`src/rtl/uncached_store_buffer.sv`:
```
// Posted-write FIFO for uncached stores: accepts a store per cycle, drains in order
// with one outstanding bus write, and flags loads that alias a pending store.
module uncached_store_buffer #(
    parameter int DEPTH      = 4,
    parameter int ADDR_WIDTH = 32,
    parameter int DATA_WIDTH = 32
) (
    input  logic                         clk,
    input  logic                         rst,
    input  logic                         push_valid,
    output logic                         push_ready,
    input  logic [ADDR_WIDTH-1:0]        push_paddr,
    input  logic [DATA_WIDTH-1:0]        push_wrdata,
    input  logic [DATA_WIDTH/8-1:0]      push_be,
    input  logic [ADDR_WIDTH-1:0]        query_paddr,
    output logic                         query_hit,
    output logic                         empty,
    output logic                         full,
    output logic [$clog2(DEPTH+1)-1:0]   count,
    output logic                         mem_req_valid,
    input  logic                         mem_req_ready,
    output logic [ADDR_WIDTH-1:0]        mem_paddr,
    output logic [DATA_WIDTH-1:0]        mem_wrdata,
    output logic [DATA_WIDTH/8-1:0]      mem_be,
    input  logic                         mem_resp_valid
);

    localparam int PTR_W = $clog2(DEPTH);
    localparam int CNT_W = $clog2(DEPTH + 1);
    localparam int BE_W  = DATA_WIDTH / 8;

    typedef enum logic [1:0] {IDLE, REQ, WAIT_ACK} state_t;

    state_t state, state_next;

    logic [ADDR_WIDTH-1:0] paddr_q [DEPTH];
    logic [DATA_WIDTH-1:0] data_q  [DEPTH];
    logic [BE_W-1:0]       be_q    [DEPTH];

    logic [PTR_W-1:0] head, tail;
    logic             push_fire, pop;

    assign push_ready = (count != CNT_W'(DEPTH));
    assign full       = (count == CNT_W'(DEPTH));
    assign empty      = (count == '0);
    assign push_fire  = push_valid && push_ready;
    assign pop        = (state == WAIT_ACK) && mem_resp_valid;

    assign mem_paddr  = paddr_q[head];
    assign mem_wrdata = data_q[head];
    assign mem_be     = be_q[head];

    always_ff @(posedge clk or posedge rst) begin
        if (rst) begin
            state <= IDLE;
        end else begin
            state <= state_next;
        end
    end

    // The ack of the last entry returns to IDLE even if a store arrives that cycle; IDLE picks it up next.
    always_comb begin
        state_next = state;
        case (state)
            IDLE:     if (count != '0) state_next = REQ;
            REQ:      if (mem_req_ready) state_next = WAIT_ACK;
            WAIT_ACK: if (mem_resp_valid) state_next = (count != CNT_W'(1)) ? REQ : IDLE;
            default:  state_next = IDLE;
        endcase
    end

    always_comb begin
        mem_req_valid = (state == REQ);
    end

    always_ff @(posedge clk or posedge rst) begin
        if (rst) begin
            head  <= '0;
            tail  <= '0;
            count <= '0;
        end else begin
            if (push_fire) tail <= tail + PTR_W'(1);
            if (pop)       head <= head + PTR_W'(1);
            case ({push_fire, pop})
                2'b10:   count <= count + CNT_W'(1);
                2'b01:   count <= count - CNT_W'(1);
                default: count <= count;
            endcase
        end
    end

    always_ff @(posedge clk) begin
        if (push_fire) begin
            paddr_q[tail] <= push_paddr;
            data_q[tail]  <= push_wrdata;
            be_q[tail]    <= push_be;
        end
    end

    // An entry is live when its distance from head is below count; this covers the in-flight head too.
    always_comb begin
        logic [PTR_W-1:0] offset;
        offset    = '0;
        query_hit = 1'b0;
        for (int i = 0; i < DEPTH; i++) begin
            offset = PTR_W'(i) - head;
            if ((CNT_W'(offset) < count) &&
                (paddr_q[i][ADDR_WIDTH-1:2] == query_paddr[ADDR_WIDTH-1:2])) begin
                query_hit = 1'b1;
            end
        end
    end

endmodule

```
`config.mk`:
```
export PLATFORM = sky130hd
export DESIGN_NAME = uncached_store_buffer
export DESIGN_NICKNAME = d
export VERILOG_FILES = /design/src/rtl/uncached_store_buffer.sv
export SDC_FILE = /design/constraint.sdc
export NUM_CORES = 1
export LEC_CHECK = 0
export BUFFER_PORTS_ARGS = -buffer_cell sky130_fd_sc_hd__buf_2
export CORE_UTILIZATION = 34
export DETAILED_ROUTE_END_ITERATION = 16
export PLACE_DENSITY = 0.5
export SLEW_MARGIN = 20
export SYNTH_ARGS = -nofsm -noshare
export SYNTH_HDL_FRONTEND = slang
export SYNTH_SLANG_ARGS = --single-unit
```
`constraint.sdc`:
```
create_clock -name clk -period 8.3 [get_ports clk]
set_clock_uncertainty 0.05 [all_clocks]
set_input_delay 0.83 -clock clk [delete_from_list [all_inputs] [get_ports clk]]
set_output_delay 0.83 -clock clk [all_outputs]
set_load 0.03 [all_outputs]
```
# Word level (Yosys, flattened, before mapping)
# Memory sizes are Yosys's and may differ from the RTL's.
# Cells that the tools add are included.
# W data, S select, Z words.
# word_totals
word_cells	56
inputBits	105
output_inout_bits	76
rom_bits	0
mem_bits_rw	272
memories	3
regBits	9
latch_bits	0
# memory_table
name	words	word_bits	rd	rd_ports_with_merged_regs	wr	line_no	source
data_q	4	32	1	0	1	37	logic [DATA_WIDTH-1:0] data_q [DEPTH];
paddr_q	4	32	5	0	1	36	logic [ADDR_WIDTH-1:0] paddr_q [DEPTH];
be_q	4	4	1	0	1	38	logic [BE_W-1:0] be_q [DEPTH];
# op_classes
n_reduce_logical	11
magnitude_cmp	4
n_bitwise	0
muxes	12
addsub	8
n_eq_ne	14
n_shift	0
multipliers	0
n_div	0
# ops
operator	count
$eq A30 B30 Y1	4
$lt A2 B3 Y1	4
$mux W1	7
$logic_and A1 B1 Y1	6
$mux W2	3
$pmux W2 S3	1
$pmux W3 S2	1
$add A2 B1 Y2 const B	2
$eq A2 B1 Y1 const B	2
$eq A2 B2 Y1 const B	2
$ne A2 B2 Y1 const B	2
$sub A1 B2 Y2 const A	2
$sub A2 B2 Y2 const A	2
$add A3 B1 Y3 const B	1
$eq A3 B3 Y1 const B	1
$logic_not A3 Y1	1
$ne A3 B1 Y1 const B	1
$ne A3 B3 Y1 const B	1
$reduce_and A3 Y1	1
$reduce_bool A3 Y1	1
$sub A3 B1 Y3 const B	1
$logic_not A2 Y1	1
$ne A2 B1 Y1 const B	1
$reduce_bool A2 Y1	1

# Longest topological paths before layout
# Gate-level depths: netlist (run 1).
# depth
depth_word	7
depth_mapped	9

# Least setup slack after synthesis (run 1)
# OpenSTA, ideal clock, no wires.
# synth_timing
path_kind	flip-flop to flip-flop
from	reg count[1]
to	mem be_q[0][0] in the netlist's numbering, enable pin
setup_slack_ns	4.877
arrival_ns	2.939
setup_ns	0.434
stages_incl_launch_ff	5
n_path_buf	0
required_ns	7.816
path_cell_list	dfrtp_1 > inv_1 > ha_1 > nand2_1 > and3_1
# synth_between
elab_chain_len	4
# synth_rtl
item	line_no	source
start, declared	19	output logic [$clog2(DEPTH+1)-1:0] count,
start signal, assigned	85	2'b10: count <= count + CNT_W'(1);
start signal, assigned	86	2'b01: count <= count - CNT_W'(1);
start signal, assigned	87	default: count <= count;
$ne A3 B3 Y1	43	assign push_ready = (count != CNT_W'(DEPTH));
net push_ready	11	output logic push_ready,
$logic_and A1 B1 Y1	46	assign push_fire = push_valid && push_ready;
$mux W1	93	if (push_fire) begin
$mux W1 (not written as such)	96	be_q[tail] <= push_be;
end, declared	38	
# The timed path passes the listed nets, and every way through them passes these cells.

# Worst setup path after layout (run 1)
# layout_timing
from	reg head[1]
to	out query_hit
# layout_between
elab_chain_len	7
elab_cells_between_ends	16
classes_between	add/sub (4); order compare (4); mux (4); reduce/logical (4)
# layout_rtl
item	line_no	source
start, declared	40	logic [PTR_W-1:0] head, tail;
start signal, assigned	83	if (pop) head <= head + PTR_W'(1);
$sub A1 B2 Y2	106	offset = PTR_W'(i) - head;
$lt A2 B3 Y1	107	if ((CNT_W'(offset) < count) &&
$logic_and A1 B1 Y1	107	
$mux W1 (3 in series)	107	
$mux W1 (*)	107	
end, declared	16	output logic query_hit,
# Every way passes the cells marked *; elsewhere a longest branch is shown, timed or not.

==> metrics.yaml, run 1 <==
post_drt_via_cell_ratio: 4.87
setup_viol: 0
arrival_ns: 3.21
clockBufferDepth: 3
startpoint_type: "register"
finalHoldViolCount: 0
syn-mean-instance-area_um2: 19.9
wirelength_mm: 28.8
placed_area_um2: 13200
setup_tns_ns: 0
die-area_um2: 35300
grt_max_degree: 46
internal-power_uw: 3320
design.core.area_um2: 33800
synth.yosys.seq_area_share_pct: 71.3
post_cts_resized: 0
antenna_found_initial: 5
timing.final.crit_share_pct: 49.3
pwr-share-comb_pct: 34.2
clk_latency_ns: 0.50
ir_worst_vdd_mv: 0.303
hold_class: "in2async"
fin_crit_ns: 4.09
path_class: "reg2out"
drtAntennaViolNets: 0
portBuffers: 178
r2r_slack_ns: 5.49
gp_congestion: 0.816
pwr_density_cell_nw_per_um2: 364
cpMaxStageDelayCell: "dfrtp_4"
root_buffer: "clkbuf_16"
clkTransAtPathRegs_ns: 0.06
ios: 181
max_freq_ghz: 0.244
maxCapViolCount: 0
synth.cell_area_um2: 11800
gr-total-overflow: 0
clkPwrFrac_pct: 26.0
drt-wirelength-per-cell_um: 22.7
hpwlAfterDp_mm: 19.4
syn_nets: 709
required_ns: 7.42
drc: 0
syn_inst: 591
stdcell_area_um2: 14200
die_x_um: 188
drt_iter0_markers: 334
cts_tree: "built"
tritoncts_num_sinks: 281
slew_headroom_pct: 36.9
drt_first_pass_iters: 4
row_count: 67
vias: 6178
grt_pass1_wl_mm: 43.3
grt_setup_unrepaired: "no"
endpoint_kind: "output pin"
ys_warn_count: 0
grt_pass1_vias: 6912
slowest_delay_ns: 0.76
numCtsBuffers: 34
cts_setup_buffers: 0
die_y_um: 188
cp_top_family: "flip-flops"
synth_cell_type_count: 30
outcome: "completed"
initial_core_util_pct: 34.8
startpoint: "head[1]"
worstPathCellList: "inv_1, ha_1, a2111oi_0, nand4_1, nor4_1, or4_1, buf_2"
power_leakage_uw: 0.00498
r2r_start: "count[1]"
gr-usage-all-layers_pct: 16.6
critical_path.max_fanout: 29
worstMarginPinSlew_ns: 0.946
drv_slew: 0
pwr-share-seq_pct: 39.8
holdBufCountCts: 0
ys_ff_latch: 281
htreeDepth: 2
power.switching_uw: 1860
area_delta_synth_final_pct: 21.0
critPathBufInv: 2
fin_nets: 912
swShare_pct: 36.0
hold_slack_ns: 0.228
drive_gt1_share_pct: 37.5
[kinds of logic (layout without fill, tap and decap cells)]
kind of cell / Yosys count / count (layout) / synth area share (%)
XOR/XNOR: 127 / 127 / 9.46
other: 0 / 4 / 0
AO/OA/AOI/OAI: 16 / 16 / 0.936
multiplexers: 69 / 69 / 13.1
flip-flops: 281 / 281 / 71.3
adder cells (fa/ha/maj): 13 / 13 / 1.38
buffers and inverters: 30 / 255 / 1.07
AND/OR/NAND/NOR: 55 / 55 / 2.70
[registers in the layout, summed over array words and instances, names as in the netlist]
name,cells
state,2
paddr_q,128
data_q,128
tail,2
be_q,16
head,2
count,3
[path summary, 6_finish.rpt]
path                                  end  cells after the start
setup / recovery                query_hit                      7
hold / removal                   count[2]                      2
setup reg to reg           paddr_q[3][21]                      5
hold reg to reg                  state[0]                      1
max in group asynchronous         head[1]                      2
min in group clk            data_q[0][28]                      1
[placed cells by master (no fill, tap or decap), types with 5 or more instances in the layout]
cell / n
edfxtp_1: 272
clkinv_1: 5
clkbuf_1: 6
nand4_1: 10
xnor2_1: 30
a21oi_1: 5
clkinv_2: 9
inv_1: 13
nand2_1: 5
dfrtp_1: 7
clkbuf_16: 35
mux4_2: 68
buf_2: 178
xor2_1: 97
ha_1: 13
buf_4: 6
nor4_1: 22
[cell type report]
cell class              count  area, um^2
fillers                  3036       19600
flip-flops and latches    281        8400
multi-input cells         280        3260
repair buffers            184         936
clock buffers              41         898
well taps                 448         561
clock inverters            17         110
inverters                  13        48.8
diodes                      4        10.0
[per-stage QoR]
stage / total power [uW] / utilization (%) / worst slack (ns) / std cells
6_report: 5180 / 42.1 / 4.21 / 1268
5_1_grt: 5450 / 42.1 / 4.04 / 1264
4_1_cts: 5280 / 42.1 / 4.15 / 1264
3_5_place_dp: 3910 / 39.1 / 4.66 / 1206
3_3_place_gp: 3880 / 39.1 / 4.68 / 1206
2_1_floorplan: 3330 / - / 4.88 / 591
[metal layers]
metal	wire [um]	track usage [%]	part of all wire [%]	up-vias
met5	13	0	0.045	-
met2	13600	26.6	47	203
met3	2060	4.72	7.2	44
met4	627	4.72	2.2	2
met1	12400	22.0	43	3157
li1	-	-	-	2772
[power by group through the flow]
stage          Combinational [uW]  Sequential (uW)  Clock, uW
2_1_floorplan                1330             2000          0
3_3_place_gp                 1800             2080          0
3_5_place_dp                 1820             2100          0
4_1_cts                      1830             2070       1380
5_1_grt                      1910             2090       1440
6_report                     1770             2060       1350
[cell usage after synthesis, drive strengths merged]
library cell | count | area share, %
dfrtp | 9 | 1.9
xnor2 | 30 | 2.2
and3 | 4 | 0.21
mux2i | 1 | 0.085
o21ai | 4 | 0.17
or4 | 1 | 0.064
edfxtp | 272 | 69
xor2 | 97 | 7.2
inv | 13 | 0.41
o21a | 1 | 0.064
and2 | 1 | 0.053
a2111oi | 4 | 0.35
ha | 13 | 1.4
buf | 10 | 0.44
nand2b | 1 | 0.053
clkbuf | 7 | 0.22
a21oi | 5 | 0.21
a211oi | 1 | 0.064
nand3 | 4 | 0.17
nor4 | 22 | 1.2
mux4 | 68 | 13
nand2 | 5 | 0.16
nor2 | 3 | 0.096
o31a | 1 | 0.074
nor3 | 2 | 0.085
nand4 | 10 | 0.53
nor2b | 2 | 0.11
Note: power is estimated with default switching activity, not from simulation.
==> inputs of run 2 (changes only) <==
--- a/config.mk
+++ b/config.mk
@@ -8,7 +8,7 @@
 export BUFFER_PORTS_ARGS = -buffer_cell sky130_fd_sc_hd__buf_2
 export CORE_UTILIZATION = 34
 export DETAILED_ROUTE_END_ITERATION = 16
-export PLACE_DENSITY = 0.5
+export PLACE_DENSITY = 0.52
 export SLEW_MARGIN = 20
 export SYNTH_ARGS = -nofsm -noshare
 export SYNTH_HDL_FRONTEND = slang
==> constraint.sdc (replaced) <==
create_clock -name clk -period 3.57 [get_ports clk]
set_clock_uncertainty 0.05 [all_clocks]
set_input_delay 0.357 -clock clk [delete_from_list [all_inputs] [get_ports clk]]
set_output_delay 0.357 -clock clk [all_outputs]
set_load 0.03 [all_outputs]
==> run 2 against run 1 <==
Compared with the run above: worst hold slack lost 0.17 ns; non-clock buffer count is 74 higher; cell count rose by 5.5%; critical path type unchanged; critical endpoint unchanged; largest cell class unchanged.
==> metrics.yaml, run 2 (synthesis gave the netlist of run 1 again) <==
numCtsBuffers: 31
timing.rr.end: "be_q[3][1]"
setup_viol: 0
die_x_um: 188
drive_gt1_share_pct: 34.2
multiInputGateArea_um2: 3260
hpwlAfterDp_mm: 19.2
clockBufferDepth: 3
grt_max_degree: 47
ios: 181
critical_path.max_fanout: 28
wirelength_mm: 28.9
timing.final.crit_share_pct: 92.6
hold_class: "in2reg"
tritoncts_num_sinks: 281
finalHoldViolCount: 0
worstMarginPinSlew_ns: 0.969
slowest_delay_ns: 0.43
register_area_um2: 8400
initial_core_util_pct: 34.8
antenna_found_initial: 2
path_class: "reg2out"
fin_crit_ns: 3.30
cpMaxStageDelayCell: "buf_4"
row_count: 67
endpoint_kind: "output pin"
die_y_um: 188
htreeDepth: 1
r2r_start: "count[1]"
fin_nets: 983
arrival_ns: 2.90
outcome: "completed"
gp_congestion: 0.789
mostFrequentLayoutCell: "edfxtp_1"
required_ns: 3.16
clk_latency_ns: 0.55
startpoint: "head[1]"
design_power_total_uw: 12200
drt_iter0_markers: 428
crit_cells: 9
pwr_density_cell_nw_per_um2: 812
area_delta_synth_final_pct: 27.5
setup_tns_ns: 0
clkTransAtPathRegs_ns: 0.06
layout_common_cells: "272 x edfxtp_1, 178 x buf_2, 97 x xor2_1, 71 x dlygate4sd3_1, 68 x mux4_2"
gr-usage-all-layers_pct: 16.5
cts_tree: "built"
slew_headroom_pct: 35.4
worstPathCellList: "buf_4, xnor2_1, inv_1, ha_1, a21oi_1, nand3_1, a2111oi_0, or4_1, buf_2"
grt_pass1_wl_mm: 43.6
drv_slew: 0
cp_top_family: "buffers and inverters"
r2r_slack_ns: 1.14
startpoint_type: "register"
critPathBufInv: 3
endpoint: "query_hit"
maxCapViolCount: 0
drtAntennaViolNets: 0
portBuffers: 178
drt-wirelength-per-cell_um: 21.6
reg2reg_depth: 6
ir_worst_vdd_mv: 0.492
cts_setup_buffers: 0
power_leakage_uw: 0.00530
post_drt_via_cell_ratio: 4.86
design.core.area_um2: 33800
max_freq_ghz: 0.303
vias: 6502
reg.largest.list: "data_q: 128 flops, paddr_q: 128 flops, be_q: 16 flops"
die-area_um2: 35300
num-fill-cells: 2982
grt_setup_unrepaired: "no"
drt_first_pass_iters: 4
grt_pass1_vias: 7190
drc: 0
root_buffer: "clkbuf_16"
gr-total-overflow: 0
==> run 2: stage by stage <==
step / utilization (%) / cells / hold slack [ns] / setup slack [ns] / area, um^2
after floorplan: - / 591 / 0.135 / 0.147 / 11800
after global placement: 39.3 / 1209 / 0.297 / 0.783 / 13300
after detailed placement: 39.3 / 1209 / 0.307 / 0.788 / 13300
after CTS: 44.4 / 1336 / 0.0287 / 0.196 / 15000
after global routing: 44.4 / 1337 / 0.0886 / 0.00306 / 15000
final: 44.4 / 1338 / 0.0557 / 0.266 / 15000
==> run 2: worst min path at each step <==
stage,from,to,slack (ns),cells after the start
2_1_floorplan,rst,count[0],0.13,1
3_3_place_gp,rst,tail[0],0.30,2
3_5_place_dp,rst,state[1],0.31,2
4_1_cts,mem_req_ready,state[0],0.03,3
5_1_grt,mem_req_ready,state[0],0.09,3
6_report,mem_req_ready,state[0],0.06,3
==> run 2: where the power goes <==
part / switching (uW) / internal, uW / total [uW]
clock network: 1250 / 1880 / 3130
logic: 2840 / 1610 / 4450
registers: 249 / 4360 / 4600
total: 4340 / 7840 / 12200
==> run 2: per-layer routing <==
| metal | routed length [um] | global-route usage [%] |
|---|---|---|
| met5 | 17 | 0 |
| met4 | 411 | 2.91 |
| met3 | 2010 | 4.10 |
| met2 | 13900 | 27.3 |
| met1 | 12600 | 22.2 |
==> run 2: cell type report <==
class / count / area share [%]
clock inverters: 19 / 1.36
clock buffers: 37 / 5.32
diodes: 2 / 0.0334
well taps: 448 / 3.74
multi-input cells: 280 / 21.8
repair buffers: 258 / 11.5
inverters: 13 / 0.325
flip-flops and latches: 281 / 56.0
==> run 2: timing repair <==
item / 4_1_cts / 5_1_grt
resized for setup: 0 / 0
endpoints found under the hold margin: 282 / 0
hold buffers: 71 / 0
==> run 2: tightest hold or removal path, delay by kind of cell <==
kind | cells | cell delay [ns]
buf+inv | 1 | 0.09
compound gates | 2 | 0.17
